<file path="src/rtl/asteroides_pkg.sv">
// Shared definitions for the asteroid memory writers: opcodes, spawner
// state encodings and the random-source constants.
package asteroides_pkg;

    localparam logic [1:0] OP_HOR_CRES = 2'b00;
    localparam logic [1:0] OP_HOR_DECR = 2'b01;
    localparam logic [1:0] OP_VER_CRES = 2'b10;
    localparam logic [1:0] OP_VER_DECR = 2'b11;

    typedef enum logic [3:0] {
        ST_INICIO              = 4'd0,
        ST_ESPERA              = 4'd1,
        ST_RESETA_CONTADOR     = 4'd2,
        ST_VERIFICA_LOADED     = 4'd3,
        ST_INCREMENTA_CONTADOR = 4'd4,
        ST_AUX                 = 4'd5,
        ST_ESCREVE             = 4'd6,
        ST_SINALIZA            = 4'd7,
        ST_CHEIO               = 4'd8
    } gera_estado_t;

    // Taps for x^8+x^6+x^5+x^4+1 on a left-shifting register: bits 7,5,4,3.
    localparam logic [7:0] LFSR_SEED = 8'hA5;
    localparam logic [7:0] LFSR_TAPS = 8'hB8;

endpackage

</file>
<file path="src/rtl/gera_asteroides_lfsr.sv">
// Free-running 8-bit Fibonacci LFSR; exposes only the low OUT_W bits
// so callers never carry unused random bits.
module lfsr_aste
    import asteroides_pkg::*;
#(
    parameter int OUT_W = 8
) (
    input  logic             clock,
    input  logic             reset,
    output logic [OUT_W-1:0] rnd
);

    logic [7:0] lfsr_q;
    logic [7:0] lfsr_d;

    always_comb begin
        lfsr_d = {lfsr_q[6:0], ^(lfsr_q & LFSR_TAPS)};
    end

    // NOTE: sequential state uses non-blocking assignments so every flop
    // samples the pre-edge values regardless of block ordering.
    always_ff @(posedge clock) begin
        if (reset) begin
            lfsr_q <= LFSR_SEED;
        end else begin
            lfsr_q <= lfsr_d;
        end
    end

    assign rnd = lfsr_q[OUT_W-1:0];

endmodule

</file>
<file path="src/rtl/gera_asteroides.sv">
// Asteroid spawner: finds the first unloaded slot and writes a new asteroid
// entering from the border opposite its direction of travel.
module gera_asteroides
    import asteroides_pkg::*;
#(
    parameter int N_ASTE  = 16,
    parameter int ADDR_W  = 4,
    parameter int COORD_W = 4
) (
    input  logic               clock,
    input  logic               reset,
    input  logic               gera_aste,
    input  logic               loaded_rd,
    output logic [ADDR_W-1:0]  mem_addr,
    output logic               mem_we,
    output logic [COORD_W-1:0] mem_wr_x,
    output logic [COORD_W-1:0] mem_wr_y,
    output logic [1:0]         mem_wr_opcode,
    output logic               mem_wr_loaded,
    output logic               geracao_concluida,
    output logic               sem_espaco,
    output logic [3:0]         db_estado_gera_aste
);

    localparam logic [COORD_W-1:0] MAX      = {COORD_W{1'b1}};
    localparam logic [ADDR_W-1:0]  LAST_IDX = ADDR_W'(N_ASTE - 1);

    logic [COORD_W+1:0] rnd;

    lfsr_aste #(.OUT_W(COORD_W + 2)) u_lfsr (
        .clock (clock),
        .reset (reset),
        .rnd   (rnd)
    );

    gera_estado_t       state_q, state_d;
    logic [ADDR_W-1:0]  cnt_q, cnt_d;
    logic [1:0]         op_q, op_d;
    logic [COORD_W-1:0] x_q, x_d, y_q, y_d;
    logic               we_q, concluida_q, sem_espaco_q;
    logic [COORD_W-1:0] r;

    // NOTE: every always_comb output gets a default first so no path
    // leaves it unassigned and no latch is inferred.
    always_comb begin
        state_d = state_q;
        cnt_d   = cnt_q;
        op_d    = op_q;
        x_d     = x_q;
        y_d     = y_q;
        r       = rnd[COORD_W+1:2];
        case (state_q)
            ST_INICIO: state_d = ST_ESPERA;
            ST_ESPERA: if (gera_aste) state_d = ST_RESETA_CONTADOR;
            ST_RESETA_CONTADOR: begin
                cnt_d   = '0;
                op_d    = rnd[1:0];
                state_d = ST_VERIFICA_LOADED;
                case (rnd[1:0])
                    OP_HOR_CRES: begin x_d = '0;  y_d = r;   end
                    OP_HOR_DECR: begin x_d = MAX; y_d = r;   end
                    OP_VER_CRES: begin x_d = r;   y_d = '0;  end
                    default:     begin x_d = r;   y_d = MAX; end
                endcase
            end
            ST_VERIFICA_LOADED: begin
                if (!loaded_rd)            state_d = ST_ESCREVE;
                else if (cnt_q == LAST_IDX) state_d = ST_CHEIO;
                else                        state_d = ST_INCREMENTA_CONTADOR;
            end
            ST_INCREMENTA_CONTADOR: begin
                cnt_d   = cnt_q + 1'b1;
                state_d = ST_AUX;
            end
            ST_AUX:      state_d = ST_VERIFICA_LOADED;
            ST_ESCREVE:  state_d = ST_SINALIZA;
            ST_SINALIZA: state_d = ST_ESPERA;
            ST_CHEIO:    state_d = ST_ESPERA;
            default:     state_d = ST_INICIO;
        endcase
    end

    // Strobes are registered from the next state so they line up with it.
    always_ff @(posedge clock) begin
        if (reset) begin
            state_q      <= ST_INICIO;
            cnt_q        <= '0;
            op_q         <= '0;
            x_q          <= '0;
            y_q          <= '0;
            we_q         <= 1'b0;
            concluida_q  <= 1'b0;
            sem_espaco_q <= 1'b0;
        end else begin
            state_q      <= state_d;
            cnt_q        <= cnt_d;
            op_q         <= op_d;
            x_q          <= x_d;
            y_q          <= y_d;
            we_q         <= (state_d == ST_ESCREVE);
            concluida_q  <= (state_d == ST_SINALIZA);
            sem_espaco_q <= (state_d == ST_CHEIO);
        end
    end

    always_comb begin
        case (state_q)
            ST_INICIO, ST_ESPERA, ST_RESETA_CONTADOR, ST_VERIFICA_LOADED,
            ST_INCREMENTA_CONTADOR, ST_AUX, ST_ESCREVE, ST_SINALIZA,
            ST_CHEIO: db_estado_gera_aste = state_q;
            default:  db_estado_gera_aste = 4'hF;
        endcase
    end

    assign mem_addr          = cnt_q;
    assign mem_we            = we_q;
    assign mem_wr_loaded     = we_q;
    assign mem_wr_x          = x_q;
    assign mem_wr_y          = y_q;
    assign mem_wr_opcode     = op_q;
    assign geracao_concluida = concluida_q;
    assign sem_espaco        = sem_espaco_q;

endmodule

</file>
<file path="config.mk">
export PLATFORM = sky130hd
export DESIGN_NAME = gera_asteroides
export DESIGN_NICKNAME = d
export VERILOG_FILES = /design/src/rtl/asteroides_pkg.sv /design/src/rtl/gera_asteroides_lfsr.sv /design/src/rtl/gera_asteroides.sv
export SDC_FILE = /design/constraint.sdc
export NUM_CORES = 1
export LEC_CHECK = 0
export CAP_MARGIN = 0
export CORE_MARGIN = 10
export CORE_UTILIZATION = 64
export CTS_CLUSTER_SIZE = 14
export DETAILED_ROUTE_END_ITERATION = 12
export DONT_BUFFER_PORTS = 1
export PLACE_DENSITY = 0.84
export SYNTH_ARGS = -nofsm -noshare
export SYNTH_HDL_FRONTEND = slang
export SYNTH_SLANG_ARGS = --single-unit
</file>
<file path="constraint.sdc">
create_clock -name clock -period 2.6 [get_ports clock]
set_input_delay 0.65 -clock clock [delete_from_list [all_inputs] [get_ports clock]]
set_output_delay 0.65 -clock clock [all_outputs]
set_load 0.02 [all_outputs]
</file>
# [After elaboration in Yosys (flattened, before gate mapping)]
# Index checks and enable logic that the tools add are counted.
[word_totals] ff_bits=29 latchBits=0 mem_bits_rw=0 rom_bits=0 in_bits=4 memories=0
[op_classes] n_addsub=1 mul=0 div=0 order_cmp=0 eq_ne=14 n_shift=0 muxes=8 bitwise=0 reduce_logical=8
[op_table] operator="equality test 4 x 3 -> 1 bit (second input constant)" n=6
[op_table] operator="case mux 4 bit (2 select lines)" n=3
[op_table] operator="case mux 4 bit (6 select lines)" n=1
[op_table] operator="two-way mux 4 bit" n=4
[op_table] operator="equality test 4 bit (second input constant)" n=3
[op_table] operator="OR reduction 9 bit" n=1
[op_table] operator="equality test 4 x 2 -> 1 bit (second input constant)" n=2
[op_table] operator="XOR reduction 8 bit" n=1
[op_table] operator="adder 4 x 1 -> 4 bit (second input constant)" n=1
[op_table] operator="equality test 4 x 1 -> 1 bit (second input constant)" n=1
[op_table] operator="zero test 4 bit" n=1
[op_table] operator="OR reduction 2 bit" n=2
[op_table] operator="OR reduction 3 bit" n=1
[op_table] operator="equality test 2 x 1 -> 1 bit (second input constant)" n=1
[op_table] operator="equality test 2 bit (second input constant)" n=1
[op_table] operator="zero test 2 bit" n=1
[op_table] operator="nonzero test 2 bit" n=1

# [Depth between registers and ports, before layout]
# Gate-level depths: netlist of the first run.
[logic_depth] depth_word=5 mapped_depth=5 ltp_nobuf=4

# [Cells and area by module]
# A second synthesis of the first run with hierarchy kept.
[hier_totals] hier_cells=130 hier_area_um2=1262.5
[by_module_without_submodules] module="gera_asteroides" instances=1 cells_each=105 area_per_inst_um2=980.9
[by_module_without_submodules] module="lfsr_aste" instances=1 cells_each=25 area_per_inst_um2=281.5

# [Worst setup path before layout of the first run]
# No wires, ideal clock.
[synth_path] path_type="register to output" start="reg state_q[3]" end="out db_estado_gera_aste[0]" t_arrival_ps=900 required_ps=1950 slack_ps=1050 stages_incl_launch_ff=4 path_buffers=1 cell_sequence="dfxtp_1 -> buf_2 -> o21ai_0 -> nand2b_1"
[synth_via] elab_chain_cells=3
[synth_lines] element="from (decl)" line_no="gera_asteroides.sv:36" rtl="gera_estado_t state_q, state_d;"
[synth_lines] element="from (signal assigned)" line_no="gera_asteroides.sv:95" rtl="state_q <= state_d;"
[synth_lines] element="equality test 4 x 1 -> 1 bit, or another cell as far along" line_no="gera_asteroides.sv:107" rtl="case (state_q)"
[synth_lines] element="OR reduction 9 bit *" line_no="gera_asteroides.sv:107"
[synth_lines] element="two-way mux 4 bit *" line_no="gera_asteroides.sv:107"
[synth_lines] element="to (decl)" line_no="gera_asteroides.sv:22" rtl="output logic [3:0] db_estado_gera_aste"
# Every way passes the cells marked *; elsewhere a longest branch is shown, timed or not.

# [Worst setup path after layout of the first run]
# Same ends and word-level chain as after synthesis.

==> metrics.yaml, run 1 <==
worstPathArrival_ns: 1.52
start_util_pct: 68.5
n_fill_cell: 133
die_area_sq_mm: 0.00400
synth_edf_count: 0
num_io_pins: 26
postCtsSetupBuffers: 0
clockBufferDepth: 2
antenna_cells: 0
finalHoldViolCount: 0
clkTransAtPathRegs_ns: 0.09
synth_flop_cell: "dfxtp_1"
timing.fmax_mhz: 462
cp_max_fo: 13
max_slew.worst_pin.slew_ns: 0.680
min_period_ns: 2.17
drt_iter0_drc: 36
drcViolationCount: 0
yosys_warnings: 0
yosysMostFrequentCell: "dfxtp_1"
slowest_stage: "dfxtp_1"
rsz0062_at_grt: "false"
cts_made_buffers: 5
avgSynthCellArea_sq_um: 9.48
finalClockSkew_ns: 0.00924
synth_cells: 126
drt_first_pass_iters: 4
drv_slew: 0
critPathKind: "flip-flop to primary output"
cts_tree: "yes"
yosysTopAreaCell: "dfxtp_1"
grt_max_degree: 28
cts_resized: 0
pwr-share-seq_pct: 60.3
finalSetupViolCount: 0
grt.overflow.total: 0
ys_async_sr_fraction_pct: 0
routedWlPerCell_microns: 15.7
ys_seq_area_share_pct: 48.6
fp.dieW_microns: 63.2
grt_antenna_before_repair: 0
syn_nets: 131
min_period_over_period_pct: 83.3
slew_headroom_pct: 54.5
grt_pass1_vias: 801
drive_above_1_share_pct: 9.09
clockPowerShare_pct: 31.1
grt_pass1_wl_mm: 3.86
cts.sinks: 29
htreeDepth: 2
syn_to_final_growth_pct: 2.09
hp-class: "primary input to flip-flop"
num_vias: 847
cp-end-kind: "primary output"
drt-total-wl_mm: 2.29
synth-seq-cells: 29
row_count: 15
final_util_pct: 69.9
synth.cell_area_sq_mm: 0.00119
p_leak_uw: 0.000422
place_congestion: 0.749
timing.setup.tns_ns: 0
p_comb_share_pct: 8.7
port_buffers: 0
max_stage_delay_ns: 0.76
p_switching_uw: 228
power.density_mw_per_mm2: 708
nets: 126
p_int_uw: 636
synth_area_leaders: "dfxtp_1 49%, a211oi_1 5.0%, nor4b_4 4.0%"
hpwl_mm: 1.61
status: "completed"
crit_chain: "o21ai_0 > nand2b_1"
cts_hold_buf: 0
yosysTopAreaCellShare_pct: 48.6
clk_latency_ns: 0.32
die_y_microns: 63.2
drv_cap: 0
sw_frac_of_total_pct: 26.4
start_kind: "flip-flop"
cp_data_required_time_ns: 1.95
ys_top_cells_by_count: "29 x dfxtp_1, 12 x nor2_1, 9 x nand2_1"
core_area_sq_mm: 0.00175
synth_cell_types: 29
root_buffer: "clkbuf_4"
antenna_left: 0
vias_per_cell: 5.80
final_cells: 146
ir_drop_v: 0.000496
grt_usage_pct: 12.0
place_inst: 139
## cells in the final DEF (no fill, tap or decap), drive strengths merged
cell	count
nand3	3
or4b	2
o21bai	1
a211oi	8
and3b	1
nor2b	5
a311oi	2
xnor2	1
a41oi	1
nor4b	2
xor2	2
clkbuf	7
nand4	1
a21oi	6
nand2	9
ha	1
o21ai	4
o211ai	1
nor3	5
dfxtp	29
nor4	2
o21a	1
or2	3
mux2i	4
nor2	12
a21boi	1
nand2b	7
## critical path: cells and delay by family, from the launching register on
family	cells	cell delay, ns
AO/OA/AOI/OAI	1	0.18
flip-flops	1	0.76
AND/OR/NAND/NOR	1	0.26
## registers in the layout, indices dropped and copies added, names as in the netlist
| register | cells |
|---|---|
| u_lfsr.lfsr_q | 8 |
| sem_espaco | 1 |
| geracao_concluida | 1 |
| mem_wr_y | 4 |
| mem_we | 1 |
| mem_wr_opcode | 2 |
| mem_addr | 4 |
| state_q | 4 |
| mem_wr_x | 4 |
## power by group through the flow
| stage | combinational [uW] | clock [uW] | sequential, uW |
|---|---|---|---|
| 2_1_floorplan | 89.3 | 0 | 509 |
| 3_3_place_gp | 72.5 | 0 | 530 |
| 3_5_place_dp | 75.5 | 0 | 532 |
| 4_1_cts | 75.9 | 274 | 521 |
| 5_1_grt | 84.7 | 293 | 526 |
| 6_report | 74.7 | 268 | 521 |
## kinds of logic (layout without fill, tap and decap cells)
kind of cell | count (synthesis) | in the layout | synth area share, %
XOR/XNOR | 3 | 3 | 2.20
AND/OR/NAND/NOR | 52 | 52 | 25.8
AO/OA/AOI/OAI | 25 | 25 | 13.9
multiplexers | 4 | 4 | 3.35
buffers and inverters | 12 | 7 | 5.13
adder cells (fa/ha/maj) | 1 | 1 | 1.05
flip-flops | 29 | 29 | 48.6
## per-stage QoR
step / worst slack (ns) / instance area [sq um] / hold slack, ns / power, uW
after floorplan: 1.05 / 1190 / 0.389 / 598
after global placement: 0.812 / 1160 / 0.392 / 602
after detailed placement: 0.765 / 1160 / 0.400 / 607
after CTS: 0.410 / 1220 / 0.378 / 871
after global routing: 0.289 / 1220 / 0.377 / 903
final: 0.435 / 1220 / 0.394 / 864
## path summary, 6_finish.rpt
path / from / to / slack [ns] / cells past startpoint
worst max-delay path: state_q[3]$_SDFF_PP0_ / db_estado_gera_aste[0] / 0.43 / 2
worst min-delay path: reset / mem_wr_opcode[1]$_SDFFE_PP0P_ / 0.39 / 1
worst max register to register: state_q[3]$_SDFF_PP0_ / mem_wr_x[0]$_SDFFE_PP0P_ / 0.84 / 3
worst min register to register: u_lfsr.lfsr_q[6]$_SDFF_PP0_ / u_lfsr.lfsr_q[7]$_SDFF_PP1_ / 0.42 / 1
## per-layer routing
layer	track usage, %	up-vias	share of wire, %
li1	-	429	-
met1	12.7	391	42
met2	17.8	21	46
met3	7.42	6	9.1
met4	7.38	0	2.5
met5	0	-	0
## area by class of cell
cell class                 instances  area (sq um)  share of cell area, %
clock buffer                       7          55.1                   4.51
multi-input combinational         85           553                   45.3
sequential                        29           581                   47.6
tap                               25          31.3                   2.56
(Power assumes the default switching activity.)
==> run 2, diff against run 1 <==
--- a/config.mk
+++ b/config.mk
@@ -7,11 +7,11 @@
 export LEC_CHECK = 0
 export CAP_MARGIN = 0
 export CORE_MARGIN = 10
-export CORE_UTILIZATION = 64
+export CORE_UTILIZATION = 60
 export CTS_CLUSTER_SIZE = 14
 export DETAILED_ROUTE_END_ITERATION = 12
 export DONT_BUFFER_PORTS = 1
-export PLACE_DENSITY = 0.84
+export PLACE_DENSITY = 0.8
 export SYNTH_ARGS = -nofsm -noshare
 export SYNTH_HDL_FRONTEND = slang
 export SYNTH_SLANG_ARGS = --single-unit
==> constraint.sdc (replaced) <==
create_clock -name clock -period 2.2 [get_ports clock]
set_input_delay 0.55 -clock clock [delete_from_list [all_inputs] [get_ports clock]]
set_output_delay 0.55 -clock clock [all_outputs]
set_load 0.02 [all_outputs]
==> run 2 against run 1 <==
  * Core utilization fell by 5.1 points
  * Worst hold slack got worse by 0.11 ns
  * Worst setup slack worse by 0.18 ns
  * Global-route usage down 0.52 points
  * Wire length fell by 1.6%
  * Combinational power is 18% higher
  * Via count up 1.9%
  * First-iteration DRC count grew 22%
  * Non-clock buffer count grew 1
  * Sequential cell count unchanged
  * Cell count is 2.7% higher
  * Largest cell class unchanged
  * Largest power group unchanged
  * Highest routed layer unchanged
==> metrics.yaml, run 2 (synthesized netlist as in run 1, its figures left out) <==
syn_to_final_growth_pct: 4.19
drcViolationCount: 0  # unchanged
ir_drop_v: 0.000572  # +15%
grt_max_degree: 28  # unchanged
min_period_ns: 1.94
cts_tree: "yes"
nets: 127  # +0.79%
crit_start: "state_q[3]$_SDFF_PP0_"
p_int_uw: 786  # +24%
clk_latency_ns: 0.33  # about the same
cts_hold_buf: 0  # unchanged
drv_slew: 0  # unchanged
grt_pass1_wl_mm: 3.79  # -2.0%
grt_antenna_before_repair: 0  # unchanged
cp_data_required_time_ns: 1.65  # -0.30 ns
num_vias: 863  # +1.9%
p_leak_uw: 0.000437  # +3.6%
root_buffer: "clkbuf_4"
fp.dieW_microns: 64.6  # +2.2%
routedWlPerCell_microns: 15.0  # -4.2%
crit_chain: "buf_4 > o21ai_0 > nand2b_1"
port_buffers: 0  # unchanged
largest_reg_flops: 8  # unchanged
cts_resized: 0  # unchanged
row_count: 16  # +1
status: "completed"
p_total_uw: 1070  # +24%
htreeDepth: 2  # unchanged
layout.cells.most_common_list: "29 x dfxtp_1, 12 x nor2_1, 9 x nand2_1"
vias_per_cell: 5.75  # -0.83%
p_comb_share_pct: 8.3  # -0.4 points
slew_headroom_pct: 54.6  # +0.058 points
power.density_mw_per_mm2: 858  # +21%
slowest_stage: "dfxtp_1"
start_kind: "flip-flop"
antenna_cells: 0  # unchanged
regMostFlops: "u_lfsr.lfsr_q"
pwr-share-seq_pct: 57.6  # -2.7 points
grt.overflow.total: 0  # unchanged
finalClockSkew_ns: 0.0110  # +0.00175 ns
min_period_over_period_pct: 88.3
core_area_sq_mm: 0.00192  # +10%
max_slew.worst_pin.slew_ns: 0.679  # -0.000872 ns
timing.setup.tns_ns: 0  # unchanged
place_congestion: 0.773  # +3.2%
final_util_pct: 64.8  # -5.1 points
num_io_pins: 26  # unchanged
cp_max_fo: 8  # -5
final_common_cell: "dfxtp_1"
die_y_microns: 64.6  # +2.2%
antenna_left: 0  # unchanged
p_switching_uw: 283  # +24%
grt_pass1_vias: 779  # -2.7%
sw_frac_of_total_pct: 26.5  # +0.091 points
dpl_cell_area_sq_mm: 0.00117  # +0.86%
finalSetupViolCount: 0  # unchanged
place_inst: 142  # +2.2%
worstHoldStart: "reset"
cts_made_buffers: 5  # unchanged
start_util_pct: 62.2  # -6.3 points
drive_above_1_share_pct: 11.4  # +2.3 points
critPathKind: "flip-flop to primary output"
drt_iter0_drc: 44  # +22%
hp-class: "primary input to flip-flop"
postCtsSetupBuffers: 0  # unchanged
drv_cap: 0  # unchanged
hpwl_mm: 1.61  # +0.29%
drt-total-wl_mm: 2.25  # -1.6%
cp-end-kind: "primary output"
grt_usage_pct: 11.5  # -0.52 points
rsz0062_at_grt: "false"
drt_first_pass_iters: 3  # -1
clockBufferDepth: 2  # unchanged
timing.fmax_mhz: 515
final_cells: 150  # +2.7%
die_area_sq_mm: 0.00418  # +4.5%
rr_startpoint: "state_q[0]$_SDFF_PP0_"
cts.sinks: 29  # unchanged
clockPowerShare_pct: 34.2  # +3.1 points
stdcell_area_sq_mm: 0.00124  # +2.1%
worstPathArrival_ns: 1.39  # -0.13 ns
clkTransAtPathRegs_ns: 0.09  # about the same
finalHoldViolCount: 0  # unchanged
max_stage_delay_ns: 0.49  # -0.27 ns
## run 2: path summary, 6_finish.rpt
| kind | to | slack [ns] | cells after the start |
|---|---|---|---|
| worst max-delay path | db_estado_gera_aste[0] | 0.26 | 3 |
| worst min-delay path | state_q[0]$_SDFF_PP0_ | 0.28 | 1 |
| worst max register to register | mem_wr_x[1]$_SDFFE_PP0P_ | 0.53 | 3 |
| worst min register to register | u_lfsr.lfsr_q[7]$_SDFF_PP1_ | 0.43 | 1 |
## run 2: area by class of cell
type                            count  area (sq um)
Tap cell                           27          33.8
Clock inverter                      1          5.00
Timing Repair Buffer                1          7.51
Clock buffer                        7          65.1
Fill cell                         185           677
Multi-Input combinational cell     85           553
Sequential cell                    29           581
## run 2: per-layer routing
layer / share of wire, % / track usage [%]
met1: 40 / 11.0
met2: 48 / 18.0
met3: 10 / 9.11
met4: 1.6 / 5.08
met5: 0 / 0
## run 2: critical path, delay by kind of cell, from the launching register on
family	cells	cell delay, ns
compound gates	1	0.10
flops	1	0.49
simple gates	1	0.23
buf+inv	1	0.24
## run 2: power by group through the flow
stage,sequential (uW),combinational [uW],clock [uW]
after floorplan,601,106,0
after global placement,627,86.9,0
after detailed placement,628,88.9,0
after CTS,616,89.3,379
after global routing,622,101,400
final,615,88.2,365
## run 2: metrics by stage
stage / hold WS, ns / setup WS [ns]
after global routing: 0.259 / 0.167
after CTS: 0.264 / 0.243
after global placement: 0.402 / 0.565
after floorplan: 0.389 / 0.750
final: 0.280 / 0.258
after detailed placement: 0.400 / 0.559
